File: src/rtl/core_div_requester.sv
`default_nettype none
// ============================================================================
// Module      : core_div_requester
// Description : Pipeline-side client of the divider manager. Tags div/mod
//               ops accepted from EX, buffers them in a small FIFO that
//               feeds the manager push port, and stalls M2 while polling the
//               manager result table until the tagged result is ready.
//               Optional stall-cycle counter enabled by CORE_DIV_PERF_CNT_EN.
// Revision    : 1.0 - initial release
// ============================================================================
module core_div_requester #(
    parameter int QDEPTH = 2,
    parameter int NTAG   = 8
) (
    input  logic        clk,
    input  logic        rst_n,

    input  logic        ex_valid_i,
    output logic        ex_ready_o,
    input  logic [31:0] ex_r0_i,
    input  logic [31:0] ex_r1_i,
    input  logic        ex_unsigned_i,
    input  logic        ex_mod_i,
    output logic [2:0]  ex_id_o,

    output logic [31:0] r0_o,
    output logic [31:0] r1_o,
    output logic        unsigned_o,
    output logic        mod_o,
    output logic        push_valid_o,
    input  logic        push_ready_i,
    output logic [2:0]  push_id_o,

    input  logic        m2_valid_i,
    input  logic [2:0]  m2_id_i,
    input  logic        flush_i,
    output logic [2:0]  pop_id_o,
    input  logic        result_valid_i,
    input  logic [31:0] result_i,
    output logic        stall_o,
    output logic [31:0] wb_result_o,
    output logic        wb_valid_o,

    output logic [31:0] perf_stall_cnt_o
);

    // ------------------------------------------------------------------------
    // Constants
    // ------------------------------------------------------------------------
    localparam int         c_PW   = (QDEPTH > 1) ? $clog2(QDEPTH) : 1;
    localparam int         c_CW   = c_PW + 1;
    localparam int         c_EW   = 69;          // {r0, r1, unsigned, mod, id}
    localparam logic [3:0] c_NTAG = 4'(NTAG);

    typedef enum logic [1:0] {
        ST_IDLE   = 2'd0,
        ST_LOOKUP = 2'd1,
        ST_WAIT   = 2'd2,
        ST_DONE   = 2'd3
    } state_t;

    // ------------------------------------------------------------------------
    // Declarations
    // ------------------------------------------------------------------------
    logic                r_run;          // high from the first edge after reset
    logic [2:0]          r_tag;
    logic [3:0]          r_outst;

    logic [c_EW-1:0]     r_mem [QDEPTH];
    logic [c_PW-1:0]     r_wr_ptr;
    logic [c_PW-1:0]     r_rd_ptr;
    logic [c_CW-1:0]     r_count;
    logic [c_PW-1:0]     w_wr_ptr_nxt;
    logic [c_PW-1:0]     w_rd_ptr_nxt;
    logic [c_EW-1:0]     w_head;
    logic                w_full;
    logic                w_empty;
    logic                w_enq;
    logic                w_deq;

    state_t              r_state;
    state_t              w_state_nxt;
    logic [2:0]          r_id_q;
    logic                w_id_load;
    logic                w_wb_load;
    logic                r_wb_valid;
    logic [31:0]         r_wb_result;

    // ------------------------------------------------------------------------
    // Accept / push handshakes
    // ------------------------------------------------------------------------
    assign w_full       = (r_count == c_CW'(QDEPTH));
    assign w_empty      = (r_count == '0);
    // Full is the pre-pop flag, so a full queue blocks accept even when the
    // head is leaving in the same cycle.
    assign ex_ready_o   = r_run && !w_full && (r_outst < c_NTAG) && !flush_i;
    assign w_enq        = ex_valid_i && ex_ready_o;
    assign push_valid_o = !w_empty;
    assign w_deq        = push_valid_o && push_ready_i;
    assign ex_id_o      = r_tag;

    assign w_wr_ptr_nxt = (r_wr_ptr == c_PW'(QDEPTH - 1)) ? '0 : r_wr_ptr + c_PW'(1);
    assign w_rd_ptr_nxt = (r_rd_ptr == c_PW'(QDEPTH - 1)) ? '0 : r_rd_ptr + c_PW'(1);

    assign w_head     = r_mem[r_rd_ptr];
    assign r0_o       = w_head[68:37];
    assign r1_o       = w_head[36:5];
    assign unsigned_o = w_head[4];
    assign mod_o      = w_head[3];
    assign push_id_o  = w_head[2:0];

    // Liveness flag: keeps ready/stall low until the first clock after reset.
    always_ff @(posedge clk or negedge rst_n) begin
        if (!rst_n) begin
            r_run <= 1'b0;
        end else begin
            r_run <= 1'b1;
        end
    end

    // Queue storage: payload only, validity is tracked by the pointers.
    always_ff @(posedge clk) begin
        if (w_enq) begin
            r_mem[r_wr_ptr] <= {ex_r0_i, ex_r1_i, ex_unsigned_i, ex_mod_i, r_tag};
        end
    end

    // Queue pointers and occupancy; flush drops every buffered op.
    always_ff @(posedge clk or negedge rst_n) begin
        if (!rst_n) begin
            r_wr_ptr <= '0;
            r_rd_ptr <= '0;
            r_count  <= '0;
        end else if (flush_i) begin
            r_wr_ptr <= '0;
            r_rd_ptr <= '0;
            r_count  <= '0;
        end else begin
            if (w_enq) begin
                r_wr_ptr <= w_wr_ptr_nxt;
            end
            if (w_deq) begin
                r_rd_ptr <= w_rd_ptr_nxt;
            end
            case ({w_enq, w_deq})
                2'b10:   r_count <= r_count + c_CW'(1);
                2'b01:   r_count <= r_count - c_CW'(1);
                default: r_count <= r_count;
            endcase
        end
    end

    // Tag allocator and in-flight op count (accepted but not written back).
    always_ff @(posedge clk or negedge rst_n) begin
        if (!rst_n) begin
            r_tag   <= 3'd0;
            r_outst <= 4'd0;
        end else if (flush_i) begin
            r_tag   <= 3'd0;
            r_outst <= 4'd0;
        end else begin
            if (w_enq) begin
                r_tag <= r_tag + 3'd1;
            end
            case ({w_enq, r_wb_valid})
                2'b10:   r_outst <= r_outst + 4'd1;
                2'b01:   r_outst <= (r_outst != 4'd0) ? r_outst - 4'd1 : r_outst;
                default: r_outst <= r_outst;
            endcase
        end
    end

    // ------------------------------------------------------------------------
    // M2 result polling FSM
    // ------------------------------------------------------------------------
    // State register and latched lookup tag.
    always_ff @(posedge clk or negedge rst_n) begin
        if (!rst_n) begin
            r_state <= ST_IDLE;
            r_id_q  <= 3'd0;
        end else begin
            r_state <= w_state_nxt;
            if (w_id_load) begin
                r_id_q <= m2_id_i;
            end
        end
    end

    // Next state, stall and lookup tag; the table answer lags pop_id_o by a cycle.
    always_comb begin
        w_state_nxt = r_state;
        stall_o     = 1'b0;
        pop_id_o    = r_id_q;
        w_id_load   = 1'b0;
        w_wb_load   = 1'b0;

        case (r_state)
            ST_IDLE: begin
                pop_id_o = r_run ? m2_id_i : 3'd0;
                if (m2_valid_i && r_run) begin
                    stall_o     = 1'b1;
                    w_id_load   = 1'b1;
                    w_state_nxt = ST_LOOKUP;
                end
            end
            ST_LOOKUP, ST_WAIT: begin
                stall_o = 1'b1;
                if (result_valid_i) begin
                    w_wb_load   = 1'b1;
                    w_state_nxt = ST_DONE;
                end else begin
                    w_state_nxt = ST_WAIT;
                end
            end
            ST_DONE: begin
                w_state_nxt = ST_IDLE;
            end
            default: begin
                w_state_nxt = ST_IDLE;
            end
        endcase

        if (flush_i) begin
            w_state_nxt = ST_IDLE;
            w_id_load   = 1'b0;
            w_wb_load   = 1'b0;
        end
    end

    // Writeback register: one-cycle valid pulse, result held until next load.
    always_ff @(posedge clk or negedge rst_n) begin
        if (!rst_n) begin
            r_wb_valid  <= 1'b0;
            r_wb_result <= 32'd0;
        end else begin
            r_wb_valid <= w_wb_load;
            if (w_wb_load) begin
                r_wb_result <= result_i;
            end
        end
    end

    assign wb_valid_o  = r_wb_valid;
    assign wb_result_o = r_wb_result;

    // ------------------------------------------------------------------------
    // Optional stall-cycle counter
    // ------------------------------------------------------------------------
`ifdef CORE_DIV_PERF_CNT_EN
    logic [31:0] r_perf_cnt;

    // Saturating stall counter; survives flush, cleared only by reset.
    always_ff @(posedge clk or negedge rst_n) begin
        if (!rst_n) begin
            r_perf_cnt <= 32'd0;
        end else if (stall_o && (r_perf_cnt != 32'hFFFF_FFFF)) begin
            r_perf_cnt <= r_perf_cnt + 32'd1;
        end
    end

    assign perf_stall_cnt_o = r_perf_cnt;
`else
    assign perf_stall_cnt_o = 32'd0;
`endif

endmodule
`default_nettype wire

File: config.mk
export PLATFORM = sky130hd
export DESIGN_NAME = core_div_requester
export DESIGN_NICKNAME = d
export VERILOG_FILES = /design/src/rtl/core_div_requester.sv
export SDC_FILE = /design/constraint.sdc
export NUM_CORES = 1
export LEC_CHECK = 0
export ABC_AREA = 1
export CORE_MARGIN = 3
export CORE_UTILIZATION = 40
export DETAILED_ROUTE_END_ITERATION = 10
export HOLD_SLACK_MARGIN = 0.02
export PLACE_DENSITY = 0.72
export SYNTH_ARGS = -nofsm -noshare
export SYNTH_HDL_FRONTEND = slang
export SYNTH_SLANG_ARGS = --single-unit
File: constraint.sdc
create_clock -name clk -period 11.15 [get_ports clk]
set_input_delay 2.23 -clock clk [delete_from_list [all_inputs] [get_ports clk]]
set_output_delay 2.23 -clock clk [all_outputs]
set_load 0.01 [all_outputs]
==> metrics.txt, run 1 <==
outcome completed; Net Sw Power 0.000571 W; Mean Syn Cell Area 11.3 um^2; WL/cell 14.4 um; Syn. warnings 0; largest net degree at the start of global routing 72; Die Wd 143 um; post-cts sizing count 0; Clk Latency, worst-skew pair 410 ps; CTS tree done; Tightest Hold Check Type reg2reg; clock transition at the registers of the reported paths 60 ps; switching share of power 28.5%; iteration count of the initial detailed-routing pass 4; Nets 994; VDD IR max 123 uV; Slew Limit Headroom 35.5%; pre-CTS setup slack 5260 ps; Worst EP required 8920 ps; internal power 0.00144 W; Max-Cap Viols 0; global-route wire length before repair 25.2 mm; Hold Buf Count CTS 0; actual slew at the worst max-slew pin 968 ps; routed wire length 16.2 mm; Die Span Y 143 um; CTS sink cnt 188; Layout area overhead 38.3%; synthesized area 0.00748 mm^2; Setup Total Neg Slack 0 ps; via count 5042; Post-DRT Antenna Nets 0; post-synthesis sequential area ratio 72.2%; initial antenna violation count 0; crit path launch type primary input; area of the multi-input gates 0.00180 mm^2; Initial Util 41.2%; Post-Syn Instances 659; min Tclk post-route 5900 ps; GRT overflow 0; final setup fails 0; Pins Over Slew Limit 0; Tcrit/Tclk final 52.9%; Setup CP Type in2out; RSZ-0062 raised after global routing false; combinational fraction of design power 26.8%; Reg power frac 45.0%; Power Dens Cells 194 mW/mm^2; Clock power frac 28.2%; Leak 4.32 nW; CTS buffer count 17; Via density 4.50; Max Freq 169 MHz; Clock Path Buffers 2; WP data arrival 3670 ps; FP Rows 49; I/O pins 251; Netlist cell types 29; Post-CTS Setup Bufs 0; Core Region 0.0181 mm^2; Setup WS post-layout 5250 ps; I/O Buffers 218; share of layout cells above drive strength 1 6.05%; DRC 0; CTS root buffer clkbuf_16; vias in the first global route 4946; Clock H-tree levels 4; GR Util All Layers 15.8%; Design Power 0.00201 W; FF/Latch Area 0.00540 mm^2; HPWL Detailed 10.6 mm; FF+latch count, synth 188; DRT iter0 DRCs 278; ANT cells 0; Die ar. 0.0204 mm^2; Clock Skew 8.32 ps; nature of the critical path endpoint primary output; crit-path max FO 9; Hold Violations, Final 0; gpl congestion 0.745; Filler Cells Inserted 1537
## metal layers
metal  vias to the layer above  track usage (%)  wire length [um]
li1                       2519                -                 -
met1                      2320             19.6              6920
met2                       190             26.4              7700
met3                        13             5.43              1360
met4                         0             4.50               210
met5                         -                0                 0
## sequential cells by signal, indices dropped and copies added, names as in the netlist
register     flops
r_id_q           3
wb_valid_o       1
r_run            1
r_state          2
ex_id_o          3
r_wr_ptr         1
r_outst          4
wb_result_o     32
r_count          2
r_rd_ptr         1
r_mem          138
## metrics by stage
stage	area, um^2	hold slack [ps]	cells	utilization (%)
detailed placement	9790	457	1090	53.9
finish	10300	471	1121	57.0
global route	10300	490	1121	57.0
floorplan	7590	453	690	-
global placement	9790	452	1090	53.9
CTS	10300	474	1121	57.0
## final cells by class
class	count	share of cell area, %
Clock buffer	20	4.22
Clock inverter	11	1.09
Inverter	23	0.835
Multi-Input combinational cell	426	17.4
Sequential cell	188	52.2
Tap cell	229	2.77
Timing Repair Buffer	224	21.5
## Yosys cell counts, drive strengths merged
library cell / instances / area share, %
nand3: 8 / 0.67
conb: 2 / 0.10
nand3b: 1 / 0.10
inv: 23 / 1.2
a21oi: 5 / 0.38
xor2: 1 / 0.12
clkbuf: 12 / 0.60
nor2: 9 / 0.72
o22ai: 3 / 0.25
ha: 5 / 0.84
xnor2: 1 / 0.12
a22o: 1 / 0.12
nor3: 2 / 0.13
buf: 41 / 3.8
nand2: 340 / 17
o21bai: 1 / 0.10
nand4: 5 / 0.50
dfrtp: 50 / 17
fa: 1 / 0.27
o21ai: 10 / 0.67
edfxtp: 138 / 55
## path summary, 6_finish.rpt
| check | slack, ps | to | cells after the start | startpoint |
|---|---|---|---|---|
| worst max-delay path | 5250 | ex_ready_o | 5 | flush_i |
| min in group asynchronous | 1910 | r_id_q[0]$_DFFE_PN0P_ | 2 | rst_n |
| worst max register to register | 8910 | r_mem[0][1]$_DFFE_PP_ | 5 | r_run$_DFF_PN0_ |
| worst min-delay path | 470 | wb_result_o[25]$_DFFE_PN0P_ | 2 | wb_result_o[25]$_DFFE_PN0P_ |
| max in group asynchronous | 8780 | r_rd_ptr$_DFFE_PN0P_ | 2 | rst_n |
| worst min register to register | 470 | wb_result_o[25]$_DFFE_PN0P_ | 2 | wb_result_o[25]$_DFFE_PN0P_ |
## cells in the final DEF (no fill, tap or decap), drive strengths merged
| cell type | count |
|---|---|
| nand2 | 340 |
| clkdlybuf4s50 | 217 |
| edfxtp | 138 |
| dfrtp | 50 |
| conb | 33 |
| inv | 26 |
| clkbuf | 20 |
| o21ai | 10 |
| nor2 | 9 |
| nand3 | 8 |
| buf | 7 |
| ha | 5 |
| a21oi | 5 |
| nand4 | 5 |
| clkinv | 4 |
| o22ai | 3 |
| clkinvlp | 3 |
| nor3 | 2 |
| xor2 | 1 |
| a22o | 1 |
| o21bai | 1 |
| nand3b | 1 |
| xnor2 | 1 |
| fa | 1 |
| bufinv | 1 |
## cells by family after synthesis
| logic type | after synthesis | share of synthesized area (%) |
|---|---|---|
| flip-flops | 188 | 72.2 |
| AND/OR/NAND/NOR | 365 | 19.3 |
| XOR/XNOR | 2 | 0.234 |
| adder cells (fa/ha/maj) | 6 | 1.10 |
| buffers and inverters | 76 | 5.57 |
| other | 2 | 0.100 |
| AO/OA/AOI/OAI | 20 | 1.52 |
## worst max-delay path, stage by stage
cell and delay [ps]:
clkdlybuf4s50_1 510, inv_2 190, nand3_2 130, inv_1 70, clkdlybuf4s50_1 530
## power groups by stage
stage,Sequential (W),Combinational (W),Clock (W)
final,0.000903,0.000537,0.000566
after global routing,0.000915,0.000595,0.000609
after CTS,0.000904,0.000547,0.000582
after detailed placement,0.000916,0.000545,0
after global placement,0.000915,0.000539,0
after floorplan,0.000939,0.000226,0
Power figures use the tool's default switching activity.
==> run 2: changes to the inputs <==
Clock period 11.15 ns to 5.88 ns, I/O delays scaled along.
==> metrics.txt, run 2 (synthesized netlist as in run 1, its figures left out) <==
Post-DRT Antenna Nets 0; largest net degree at the start of global routing 70; Clock Skew 13.3 ps; DRC 0; Core Util, Final 57.4%; Top reg by flops r_mem; global-route wire length before repair 25.0 mm; via count 5032; HPWL Detailed 10.6 mm; vias in the first global route 4971; Power Dens Cells 375 mW/mm^2; min Tclk post-route 3810 ps; most common cell after layout, fill and taps aside nand2_1; gpl congestion 0.768; WL/cell 14.2 um; WP data arrival 2630 ps; final setup fails 0; Worst EP required 4700 ps; Filler Cells Inserted 1480; VDD IR max 229 uV; Design Power 0.00391 W; Leak 4.36 nW; ANT cells 0; CTS sink cnt 188; Die Span Y 143 um; share of layout cells above drive strength 1 6.49%; area of the multi-input gates 0.00180 mm^2; Setup Total Neg Slack 0 ps; Hold Violations, Final 0; Post-CTS Setup Bufs 0; Layout area overhead 39.3%; routed wire length 15.9 mm; post-cts sizing count 0; I/O pins 251; I/O Buffers 218; crit-path max FO 9; Pins Over Slew Limit 0; Max Freq 263 MHz; crit path launch type primary input; Via density 4.48; RSZ-0062 raised after global routing false; Tightest Hold Check Type reg2reg; most frequent cells in the layout nand2_1 (337), clkdlybuf4s50_1 (217), edfxtp_1 (138); Hold Buf Count CTS 0; Die ar. 0.0204 mm^2; Core Region 0.0181 mm^2; CTS tree done; Slew Limit Headroom 37.3%; iteration count of the initial detailed-routing pass 4; CTS root buffer clkbuf_16; nature of the critical path endpoint primary output; Initial Util 41.2%; outcome completed; DRT iter0 DRCs 227; FP Rows 49; clock transition at the registers of the reported paths 70 ps; GRT overflow 0; Clock H-tree levels 4; Setup CP Type in2out; Die Wd 143 um; Clk Latency, worst-skew pair 420 ps; CTS buffer count 17; Tcrit/Tclk final 64.8%; Max-Cap Viols 0; actual slew at the worst max-slew pin 941 ps; max reg flops 138; FF/Latch Area 0.00540 mm^2; initial antenna violation count 0; Clock Path Buffers 2; GR Util All Layers 15.7%; Nets 994
## run 2: changes by cell type in the layout (fill, tap and decap cells not counted)
cell        before  now
bufinv_16        1    2
clkbuf_1         3    0
clkinv_4         3    1
clkinv_8         0    3
clkinvlp_4       3    1
inv_6            2    4
inv_8            1    3
## run 2: metal layers
layer	wire length, um	up-vias	GRT usage [%]	part of all wire [%]
met3	1290	17	5.26	8.1
met4	189	0	4.20	1.2
met2	7750	191	27.1	49
li1	-	2532	-	-
met1	6670	2292	19.1	42
met5	0	-	0	0
## run 2: path summary, 6_finish.rpt
| path | end | slack (ps) | from | depth (start not counted) |
|---|---|---|---|---|
| min in group asynchronous | r_id_q[0]$_DFFE_PN0P_ | 850 | rst_n | 2 |
| worst max-delay path | ex_ready_o | 2070 | flush_i | 5 |
| worst max register to register | r_mem[0][0]$_DFFE_PP_ | 3670 | r_outst[3]$_DFFE_PN0P_ | 4 |
| worst min register to register | wb_result_o[9]$_DFFE_PN0P_ | 470 | wb_result_o[9]$_DFFE_PN0P_ | 2 |
| worst min-delay path | wb_result_o[9]$_DFFE_PN0P_ | 470 | wb_result_o[9]$_DFFE_PN0P_ | 2 |
| max in group asynchronous | r_rd_ptr$_DFFE_PN0P_ | 4580 | rst_n | 2 |
## run 2: worst max-delay path, stage by stage
cell             delay (ps)
clkdlybuf4s50_1         510
inv_2                   200
nand3_2                 140
inv_1                    80
clkdlybuf4s50_1         530
## run 2: layout make-up
cell class	instances	area share [%]
clock buffers	17	4.09
clock inverters	15	1.91
inverters	23	0.829
multi-input cells	426	17.2
flip-flops and latches	188	51.8
well taps	229	2.75
repair buffers	224	21.3
## run 2: power breakdown
| group | internal [W] | switching (W) |
|---|---|---|
| Clock | 0.000651 | 0.000525 |
| Combinational | 0.000518 | 0.000500 |
| Sequential | 0.00161 | 0.000100 |
## run 2: through the flow
stage	hold WS, ps	cells	instance area, um^2	worst slack (ps)
floorplan	453	690	7590	973
global placement	453	1090	9790	2110
detailed placement	459	1090	9790	2090
CTS	477	1122	10400	2010
global route	484	1122	10400	1860
finish	471	1122	10400	2070
